===== config.mk =====
export PLATFORM = sky130hd
export DESIGN_NAME = io_bridge
export DESIGN_NICKNAME = d
export VERILOG_FILES = /design/src/rtl/io_bridge_pkg.sv /design/src/rtl/sw_debounce.sv /design/src/rtl/io_bridge.sv
export SDC_FILE = /design/constraint.sdc
export NUM_CORES = 1
export LEC_CHECK = 0
export ABC_AREA = 1
export BUFFER_PORTS_ARGS = -buffer_cell sky130_fd_sc_hd__buf_4
export CORE_ASPECT_RATIO = 1.5
export CORE_MARGIN = 2
export CORE_UTILIZATION = 49
export CTS_CLUSTER_DIAMETER = 80
export DETAILED_ROUTE_END_ITERATION = 6
export PLACE_DENSITY_LB_ADDON = 0.3
export REMOVE_ABC_BUFFERS = 1
export SLEW_MARGIN = 20
export SYNTH_ARGS = -nofsm -noshare
export SYNTH_HDL_FRONTEND = slang
export SYNTH_SLANG_ARGS = --single-unit

===== constraint.sdc =====
create_clock -name clk -period 4.4 [get_ports clk]
set_input_delay 0.88 -clock clk [delete_from_list [all_inputs] [get_ports clk]]
set_output_delay 0.88 -clock clk [all_outputs]
set_load 0.02 [all_outputs]

===== src/rtl/io_bridge_pkg.sv =====
// Shared constants and read-select decode for the CPU-to-board IO bridge.
package io_bridge_pkg;

   localparam int         DATA_W     = 24;
   localparam logic [7:0] ADDR_LED   = 8'h60;
   localparam logic [7:0] ADDR_SW    = 8'h70;
   localparam logic [7:0] ADDR_SWCHG = 8'h74;

   typedef enum logic [1:0] {
      SEL_LED,
      SEL_SW,
      SEL_CHG,
      SEL_NONE
   } rsel_e;

   function automatic rsel_e decode(input logic [7:0] addr);
      case (addr)
         ADDR_LED:   return SEL_LED;
         ADDR_SW:    return SEL_SW;
         ADDR_SWCHG: return SEL_CHG;
         default:    return SEL_NONE;
      endcase
   endfunction

endpackage


===== src/rtl/sw_debounce.sv =====
// Two-flop synchronizer followed by a whole-vector debouncer; changed_pulse is
// high in the cycle the debounced value is loaded.
module sw_debounce #(
   parameter int DEBOUNCE_CYCLES = 16,
   parameter int W               = 24
) (
   input  logic         clk,
   input  logic         rst,
   input  logic [W-1:0] raw,
   output logic [W-1:0] stable,
   output logic         changed_pulse
);

   localparam int            CW      = $clog2(DEBOUNCE_CYCLES);
   localparam logic [CW-1:0] CNT_MAX = CW'(DEBOUNCE_CYCLES - 1);

   logic [W-1:0]  sync1_q, sync2_q, prev_q, stable_q, stable_d;
   logic [CW-1:0] cnt_q, cnt_d;
   logic          differ, moved, load;

   // A sample that moved since the last cycle counts as the first stable one.
   always_comb begin
      differ   = (sync2_q != stable_q);
      moved    = (sync2_q != prev_q);
      load     = differ && !moved && (cnt_q == CNT_MAX);
      cnt_d    = cnt_q;
      stable_d = stable_q;
      if (!differ) begin
         cnt_d = '0;
      end else if (moved) begin
         cnt_d = CW'(1);
      end else if (load) begin
         stable_d = sync2_q;
         cnt_d    = '0;
      end else begin
         cnt_d = cnt_q + CW'(1);
      end
   end

   always_ff @(posedge clk) begin
      if (rst) begin
         sync1_q  <= '0;
         sync2_q  <= '0;
         prev_q   <= '0;
         stable_q <= '0;
         cnt_q    <= '0;
      end else begin
         sync1_q  <= raw;
         sync2_q  <= sync1_q;
         prev_q   <= sync2_q;
         stable_q <= stable_d;
         cnt_q    <= cnt_d;
      end
   end

   assign stable        = stable_q;
   assign changed_pulse = load;

endmodule


===== src/rtl/io_bridge.sv =====
// CPU IO bridge: LED register, debounced switches and a read-to-clear change
// flag, each request completing with a one-cycle io_ready pulse.
module io_bridge
   import io_bridge_pkg::*;
#(
   parameter int DEBOUNCE_CYCLES = 16
) (
   input  logic              clk,
   input  logic              rst,
   input  logic              io_sel,
   input  logic              io_we,
   input  logic [7:0]        io_addr,
   input  logic [DATA_W-1:0] io_wdata,
   output logic [DATA_W-1:0] io_rdata,
   output logic              io_ready,
   input  logic [DATA_W-1:0] sw,
   output logic [DATA_W-1:0] led
);

   logic [DATA_W-1:0] led_q, led_d, rdata_q, rdata_d, sw_stable;
   logic              ready_q, flag_q, flag_d, sw_chg, rd, wr;
   rsel_e             rsel;

   sw_debounce #(
      .DEBOUNCE_CYCLES(DEBOUNCE_CYCLES),
      .W              (DATA_W)
   ) u_sw_debounce (
      .clk          (clk),
      .rst          (rst),
      .raw          (sw),
      .stable       (sw_stable),
      .changed_pulse(sw_chg)
   );

   always_comb begin
      rd      = io_sel && !io_we;
      wr      = io_sel && io_we;
      rsel    = decode(io_addr);
      led_d   = (wr && rsel == SEL_LED) ? io_wdata : led_q;
      rdata_d = rdata_q;
      if (rd) begin
         case (rsel)
            SEL_LED: rdata_d = led_q;
            SEL_SW:  rdata_d = sw_stable;
            SEL_CHG: rdata_d = {{(DATA_W-1){1'b0}}, flag_q};
            default: rdata_d = '0;
         endcase
      end
      // A new debounce event outranks a clearing read in the same cycle.
      flag_d = (flag_q && !(rd && rsel == SEL_CHG)) || sw_chg;
   end

   always_ff @(posedge clk) begin
      if (rst) begin
         led_q   <= '0;
         rdata_q <= '0;
         ready_q <= 1'b0;
         flag_q  <= 1'b0;
      end else begin
         led_q   <= led_d;
         rdata_q <= rdata_d;
         ready_q <= io_sel;
         flag_q  <= flag_d;
      end
   end

   assign led      = led_q;
   assign io_rdata = rdata_q;
   assign io_ready = ready_q;

endmodule


==> results of run 1 <==
cell type report:
| class | instances | share of cell area, % |
|---|---|---|
| clock buffers | 19 | 5.74 |
| inverters | 154 | 7.67 |
| multi-input cells | 538 | 31.1 |
| flip-flops and latches | 150 | 39.8 |
| clock inverters | 10 | 1.78 |
| well taps | 156 | 2.59 |
| repair buffers | 113 | 11.3 |
logic make-up after synthesis:
family / after synthesis
AO/OA/AOI/OAI: 100
XOR/XNOR: 8
adder cells (fa/ha/maj): 1
buffers and inverters: 191
flip-flops: 150
AND/OR/NAND/NOR: 429
flip-flops by register name, indices dropped and copies added, names as in the netlist:
register / count
flag_q: 1
u_sw_debounce.sync2_q: 24
u_sw_debounce.cnt_q: 4
io_rdata: 24
led: 24
u_sw_debounce.prev_q: 24
io_ready: 1
u_sw_debounce.stable: 24
u_sw_debounce.sync1_q: 24
report_power, final:
part	total [mW]	switching, mW	internal (mW)
combinational	0.185	0.109	0.0756
clock	1.40	0.528	0.877
sequential	1.40	0.0145	1.39
total	2.99	0.652	2.34
cells in the mapped netlist:
cell / count
inv_1: 143
nor2_1: 159
buf_6: 9
clkinv_1: 1
o21ai_0: 27
nor2_4: 2
o22ai_1: 22
buf_2: 3
inv_2: 10
clkbuf_1: 23
xnor2_1: 2
a21oi_1: 51
nand2_1: 228
nor3b_1: 1
nor4b_1: 1
buf_4: 1
buf_1: 1
dfxtp_1: 150
nor3_4: 1
nand4_1: 25
nand3_2: 2
xor2_1: 6
ha_1: 1
nand3_1: 9
or2_2: 1
routing by layer:
metal / vias to the layer above / track usage, % / part of all wire (%)
met5: - / 0 / 0
met1: 2521 / 24.8 / 41
li1: 2847 / - / -
met4: 0 / 8.20 / 2.4
met3: 29 / 4.97 / 4.4
met2: 137 / 39.0 / 52
worst max-delay path: cells and delay by family:
kind                   cells  cell delay, ps
AND/OR/NAND/NOR            4            1210
AO/OA/AOI/OAI              2             560
buffers and inverters      1             100
cell usage in the layout (no fill, tap or decap), drive strengths merged, types with 2 or more instances in the layout:
| master | n |
|---|---|
| nand3 | 11 |
| nand4 | 25 |
| nand2 | 228 |
| o21ai | 27 |
| a21oi | 51 |
| buf | 113 |
| xor2 | 6 |
| o22ai | 22 |
| nor2 | 161 |
| xnor2 | 2 |
| bufinv | 3 |
| clkinvlp | 2 |
| inv | 153 |
| dfxtp | 150 |
| clkinv | 6 |
| clkbuf | 19 |
worst max path at each step:
stage / cells past startpoint / from / slack [ps] / end
2_1_floorplan: 5 / io_addr[1] / 1530 / led[0]
4_1_cts: 7 / io_addr[1] / 2000 / io_rdata[11]
5_1_grt: 7 / io_addr[1] / 1780 / io_rdata[23]
6_report: 7 / io_addr[1] / 1970 / io_rdata[11]
3_3_place_gp: 7 / io_addr[1] / 1680 / io_rdata[8]
3_5_place_dp: 7 / io_addr[1] / 1570 / io_rdata[11]
==> metrics.csv, run 1 <==
metric;value;unit
worstMarginPinSlew;1040;ps
fillers;1154;
crit_type;in2reg;
syn_inst;879;
clkLatencyLatePin;420;ps
cp-end-kind;flop;
synth_top_area_share;48.9;%
grt_max_degree;99;
finalPower;2.99;mW
hpwl;8940;um
drt-initial-drc-count;217;
drt_pass1_iterations;4;
ys_types;25;
hold_buffers;0;
r2r_end;u_sw_debounce.stable[20];
min-delay-start;u_sw_debounce.sync1_q[14];
drive_gt1_share;16.0;%
seq_area_frac_synth;48.9;%
ys.warnings.count;0;
synth.area.mux_share;0;%
skew;6.75;ps
grt_overflow;0;
wl_per_cell;12.4;um
first_global_vias;5109;
fin_cells;1140;
cts_tree;done;
syn-cell-area;6140;um^2
max_cap_violations;0;
cts.sinks;150;
ctsResizeCount;0;
status;completed;
gp_congestion;0.792;
worstPathCellList;buf_4 > or2_2 > nor3_4 > nand2_1 > o22ai_1 > nand2_1 > a21oi_1;
core_area;12400;um^2
critPathMaxFanout;23;
setup_tns;0;ps
post-route-util;60.9;%
synth_area_per_cell;6.99;um^2
power_density;397;nW/um^2
slew_viol_final;0;
crit_required;4740;ps
p_leak;3.41;nW
portBuffers;108;
drt-vias-per-instance;4.85;
holdPathStages;2;
drc_errors;0;
routed_wl;14200;um
rows;50;
htreeDepth;4;
dieArea;13500;um^2
area_growth;22.8;%
drtAntennaViolNets;0;
insertedDiodeCount;0;
fin_crit_sh;55.2;%
chipWidth;95.4;um
synth_top_family_by_area;simple AND/OR/NAND/NOR gates;
r2r_setup_slack;2160;ps
cts-root-buf;clkbuf_16;
synth-simple-area-share;28.3;%
synth_xor_area_share;1.14;%
fmax;412;MHz
hold_end;u_sw_debounce.sync2_q[14];
dpl_cell_area;6970;um^2
start_util;49.6;%
cts_buffer_depth;2;
ios;109;
fin_area;7540;um^2
nets;1035;
min_period;2430;ps
synth_largest_area_cell;dfxtp_1;
cts_inserted_buffers;17;
cpPeakStageDelay;630;ps
ir_drop;0.245;mV
grt_pass1_wl;23000;um
worst_ep_arrival_time;2770;ps
ff_latch_area;3000;um^2
track_usage;21.8;%
hold_viol_final;0;
hold_class;reg2reg;
synth_compound_area_share;8.60;%
multi_input_area;2350;um^2
grt_setup_unrepaired;false;
r2r-start;u_sw_debounce.stable[17];
antenna_found_initial;0;
slew-limit-headroom;30.5;%
clk_pin_slew;60;ps
synth_fa_ha_area_share;0.204;%
cts_setup_buffers;0;
pre_cts_slack;1570;ps
reg2regPathDepth;11;
synth_seq_cells;150;
vias;5534;
chipHeight;141;um
cp-start-kind;input pin;
yosys-top-cells-area;dfxtp_1 49%, nand2_1 14%, nor2_1 9.7%;
fin_ws;1970;ps
dp.cells;1111;
cpMaxStageDelayCell;nand2_1;
setup_viol;0;
path_common_cell;nand2_1;
hold_ws;400;ps
(Power assumes the default switching activity.)
==> inputs of run 2 (changes only) <==
- clock period: 4.4 -> 2 ns (I/O delays scaled with it)
==> metrics.csv, run 2 (same netlist as run 1, synthesis figures left out) <==
metric;value;unit;change
fin_crit_sh;87.6;%;
r2r-start;u_sw_debounce.sync2_q[6];;
start_util;49.6;%;unchanged
drt-vias-per-instance;4.69;;-3.3%
area_growth;26.1;%;
power.internal;5.41;mW;+130%
ctsResizeCount;0;;unchanged
cts-root-buf;clkbuf_16;;
seq_power_share;45.1;%;-1.8 points
slew_viol_final;0;;unchanged
wl_per_cell;11.7;um;-5.8%
worstMarginPinSlew;422;ps;-620 ps
skew;5.59;ps;-1.16 ps
chipHeight;141;um;unchanged
holdPathStages;3;;+1
mostFrequentLayoutCells;228 x nand2_1, 158 x nor2_1, 150 x dfxtp_1;;
slew-limit-headroom;71.5;%;+41 points
dieArea;13500;um^2;unchanged
cts_buffer_depth;2;;unchanged
grt_setup_unrepaired;false;;
r2r_end;u_sw_debounce.stable[5];;
antenna_found_initial;0;;unchanged
cp-start-kind;flop;;
hold_class;in2reg;;
r2r_setup_slack;250;ps;-1910 ps
drive_gt1_share;16.8;%;+0.81 points
hold_end;u_sw_debounce.sync1_q[16];;
rows;50;;unchanged
ir_drop;0.597;mV;+140%
cts_tree;done;;
cpMaxStageDelayCell;dfxtp_1;;
drt-initial-drc-count;195;;-10%
min-delay-start;sw[16];;
hold_ws;185;ps;-215 ps
first_global_vias;5031;;-1.5%
cts_inserted_buffers;17;;unchanged
pre_cts_slack;197;ps;-1370 ps
final_common_cell;nand2_1;;
worstPathCellList;inv_2 > nand2_1 > nand2_1 > nor2_1 > nand2_1 > nor2_1 > nand2_1 > nor2_4 > buf_4 > nand4_1 > nand2_1 > nor2_1;;
fillers;1144;;-0.87%
min_period;1750;ps;
worst_ep_arrival_time;2060;ps;-710 ps
vias;5405;;-2.3%
p_switching;1.42;mW;+120%
drc_errors;0;;unchanged
insertedDiodeCount;0;;unchanged
cp-end-kind;flop;;
cp-startpoint;u_sw_debounce.sync2_q[6];;
setup_viol;0;;unchanged
chipWidth;95.4;um;unchanged
drt_pass1_iterations;7;;+3
grt_pass1_wl;22500;um;-2.1%
reg2regPathDepth;12;;+1
post-route-util;62.5;%;+1.6 points
status;completed;;
portBuffers;108;;unchanged
crit_type;reg2reg;;
htreeDepth;4;;unchanged
drtAntennaViolNets;0;;unchanged
fmax;571;MHz;
dp.cells;1120;;+0.81%
track_usage;21.3;%;-0.53 points
p_leak;3.52;nW;+3.0%
grt_busiest_layer;met2;;
clk_pin_slew;60;ps;about the same
cts.sinks;150;;unchanged
grt_overflow;0;;unchanged
max_cap_violations;0;;unchanged
gp_congestion;0.837;;+5.7%
core_area;12400;um^2;unchanged
swShare;20.8;%;-0.98 points
p_clk_share;48.8;%;+1.8 points
power_density;883;nW/um^2;+120%
nets;1044;;+0.87%
fin_cells;1152;;+1.1%
routed_wl;13500;um;-4.8%
path_common_cell;nand2_1;;
hold_viol_final;0;;unchanged
cts_setup_buffers;0;;unchanged
grtUsageMet3;4.92;%;-0.053 points
p_comb_share;6.1;%;about the same
hold_buffers;0;;unchanged
fin_ws;247;ps;-1720 ps
cpPeakStageDelay;370;ps;-260 ps
finalPower;6.84;mW;+130%
ios;109;;unchanged
met2_usage;37.9;%;-1.1 points
critPathMaxFanout;17;;-26%
crit_required;2310;ps;-2430 ps
hpwl;8730;um;-2.4%
use_met1;24.2;%;-0.62 points
clkLatencyLatePin;410;ps;about the same
grt_max_degree;99;;unchanged
[run 2: how the worst max path moves through the flow]
stage / end / cells past startpoint
final: u_sw_debounce.stable[5] / 12
after global routing: u_sw_debounce.stable[12] / 13
after CTS: u_sw_debounce.stable[4] / 13
after detailed placement: led[9] / 7
after global placement: led[9] / 6
after floorplan: led[0] / 5
[run 2: critical path, delay by kind of cell, from the launching register on]
family                 cells  cell delay (ps)
DFF                        1              370
and+or+nand+nor           10              950
buffers and inverters      2              310
[run 2: layout make-up]
| type | count | area [um^2] | share of cell area [%] |
|---|---|---|---|
| flip-flops and latches | 150 | 3000 | 38.8 |
| clock buffers | 24 | 482 | 6.22 |
| clock inverters | 8 | 145 | 1.87 |
| inverters | 154 | 578 | 7.47 |
| well taps | 156 | 195 | 2.52 |
| repair buffers | 122 | 991 | 12.8 |
| multi-input cells | 538 | 2350 | 30.3 |
[run 2: metal layers]
layer  vias up  part of all wire (%)
li1       2876                     -
met1      2402                    43
met2       103                    51
met3        24                   3.4
met4         0                   2.3
met5         -                     0
[run 2: power groups by stage]
stage | combinational [mW] | clock (mW) | sequential (mW)
after detailed placement | 0.419 | 0 | 3.15
after global placement | 0.413 | 0 | 3.15
after global routing | 0.478 | 3.53 | 3.09
after CTS | 0.423 | 3.39 | 3.08
final | 0.420 | 3.33 | 3.08
after floorplan | 0.214 | 0 | 3.14
[run 2: through the flow]
step | area, um^2 | TNS [ps]
floorplan | 5930 | -11550
global placement | 7120 | 0
detailed placement | 7120 | 0
CTS | 7740 | 0
global route | 7740 | 0
finish | 7740 | 0
==> inputs of run 3 (changes only) <==
- HOLD_SLACK_MARGIN: default -> 0.08
- RECOVER_POWER: default -> 50
==> metrics.csv, run 3 (same netlist as run 1, synthesis figures left out) <==
metric;value;unit;change
antenna_found_initial;0;;unchanged
p_clk_share;48.8;%;about the same
vias;5378;;-0.50%
critPathMaxFanout;17;;unchanged
hold_buffers;0;;unchanged
cts.sinks;150;;unchanged
hold_viol_final;0;;unchanged
cts_inserted_buffers;17;;unchanged
insertedDiodeCount;0;;unchanged
grt_setup_unrepaired;false;;
p_leak;3.40;nW;-3.3%
crit_required;2310;ps;about the same
p_comb_share;6.1;%;about the same
worstPathCellList;inv_2 > nand2_1 > nand2_1 > nor2_1 > nand2_1 > nor2_1 > nand2_1 > nor2_4 > buf_4 > nand4_1 > nand2_1 > nor2_1;;
power.internal;5.41;mW;about the same
power_density;895;nW/um^2;+1.4%
drt_pass1_iterations;4;;-3
routed_wl;13500;um;about the same
cts_tree;done;;
drt-initial-drc-count;190;;-2.6%
skew;6.56;ps;+0.971 ps
fillers;1174;;+2.6%
wl_per_cell;11.7;um;about the same
slew-limit-headroom;26.8;%;-45 points
grt_max_degree;99;;unchanged
ios;109;;unchanged
status;completed;;
setup_tns;0;ps;unchanged
slew_viol_final;0;;unchanged
portBuffers;108;;unchanged
hpwl;8730;um;unchanged
ir_drop;0.595;mV;-0.34%
mostFrequentLayoutCells;228 x nand2_1, 158 x nor2_1, 150 x dfxtp_1;;
max_cap_violations;0;;unchanged
crit_type;reg2reg;;
fin_crit_sh;87.9;%;+0.22 points
drtAntennaViolNets;0;;unchanged
p_switching;1.42;mW;-0.17%
first_global_vias;5031;;unchanged
worst_ep_arrival_time;2060;ps;about the same
drive_gt1_share;14.2;%;-2.6 points
clkLatencyLatePin;410;ps;about the same
nets;1044;;unchanged
grt_overflow;0;;unchanged
path_common_cell;nand2_1;;
area_growth;24.3;%;
core_area;12400;um^2;unchanged
post-route-util;61.6;%;-0.89 points
cts_buffer_depth;2;;unchanged
ctsResizeCount;0;;unchanged
track_usage;21.3;%;unchanged
worstMarginPinSlew;1100;ps;+676 ps
swShare;20.8;%;about the same
final_common_cell;nand2_1;;
cts_setup_buffers;0;;unchanged
setup_viol;0;;unchanged
htreeDepth;4;;unchanged
drc_errors;0;;unchanged
hold_class;in2reg;;
cpPeakStageDelay;370;ps;about the same
cts-root-buf;clkbuf_16;;
dieArea;13500;um^2;unchanged
drt-vias-per-instance;4.67;;-0.50%
dp.cells;1120;;unchanged
chipWidth;95.4;um;unchanged
min_period;1760;ps;+4.47 ps
seq_power_share;45.1;%;about the same
start_util;49.6;%;unchanged
grt_pass1_wl;22500;um;unchanged
cp-start-kind;flop;;
hold_ws;186;ps;+0.937 ps
cpMaxStageDelayCell;dfxtp_1;;
gp_congestion;0.837;;unchanged
clk_pin_slew;60;ps;about the same
rows;50;;unchanged
fin_cells;1152;;unchanged
fmax;569;MHz;-0.25%
chipHeight;141;um;unchanged
cp-end-kind;flop;;
-- run 3: cell types whose count changed in the layout (fill, tap and decap cells not counted) --
| cell | before | now |
|---|---|---|
| clkbuf_1 | 4 | 30 |
| clkbuf_4 | 0 | 2 |
| buf_12 | 6 | 5 |
| buf_4 | 116 | 89 |
-- run 3: worst paths after layout --
check	start	endpoint	slack (ps)	cells past startpoint
worst min-delay path	sw[16]	u_sw_debounce.sync1_q[16]	190	3
worst min register to register	u_sw_debounce.sync1_q[14]	u_sw_debounce.sync2_q[14]	400	2
worst max-delay path	u_sw_debounce.sync2_q[6]	u_sw_debounce.stable[5]	240	12
worst max register to register	u_sw_debounce.sync2_q[6]	u_sw_debounce.stable[5]	240	12
-- run 3: layout make-up --
cell class,count,area (um^2),area share [%]
Timing Repair Buffer,122,881,11.5
Clock inverter,8,145,1.90
Multi-Input combinational cell,538,2350,30.8
Tap cell,156,195,2.56
Inverter,154,578,7.57
Sequential cell,150,3000,39.3
Clock buffer,24,482,6.31
-- run 3: stage by stage --
stage / total power [mW] / cell area [um^2] / worst slack [ps]
2_1_floorplan: 3.36 / 5930 / -394
3_3_place_gp: 3.56 / 7120 / 241
3_5_place_dp: 3.57 / 7120 / 197
4_1_cts: 6.89 / 7740 / 259
5_1_grt: 7.09 / 7630 / 37.8
6_report: 6.83 / 7630 / 243
-- run 3: critical path: cells and delay by family, from the launching register on --
| kind | cells | cell delay [ps] |
|---|---|---|
| buffers and inverters | 2 | 310 |
| AND/OR/NAND/NOR | 10 | 960 |
| flip-flops | 1 | 370 |
-- run 3: power by group through the flow --
stage	logic, mW	clock network (mW)	registers, mW
2_1_floorplan	0.214	0	3.14
3_3_place_gp	0.413	0	3.15
3_5_place_dp	0.419	0	3.15
4_1_cts	0.423	3.39	3.08
5_1_grt	0.474	3.53	3.09
6_report	0.415	3.33	3.08
-- run 3: routing by layer --
metal / vias to the layer above / global-route usage [%] / part of all wire, %
met3: 19 / 4.92 / 3.6
met1: 2383 / 24.2 / 42
met2: 101 / 37.9 / 52
met4: 0 / 8.20 / 2.1
met5: - / 0 / 0
li1: 2875 / - / -
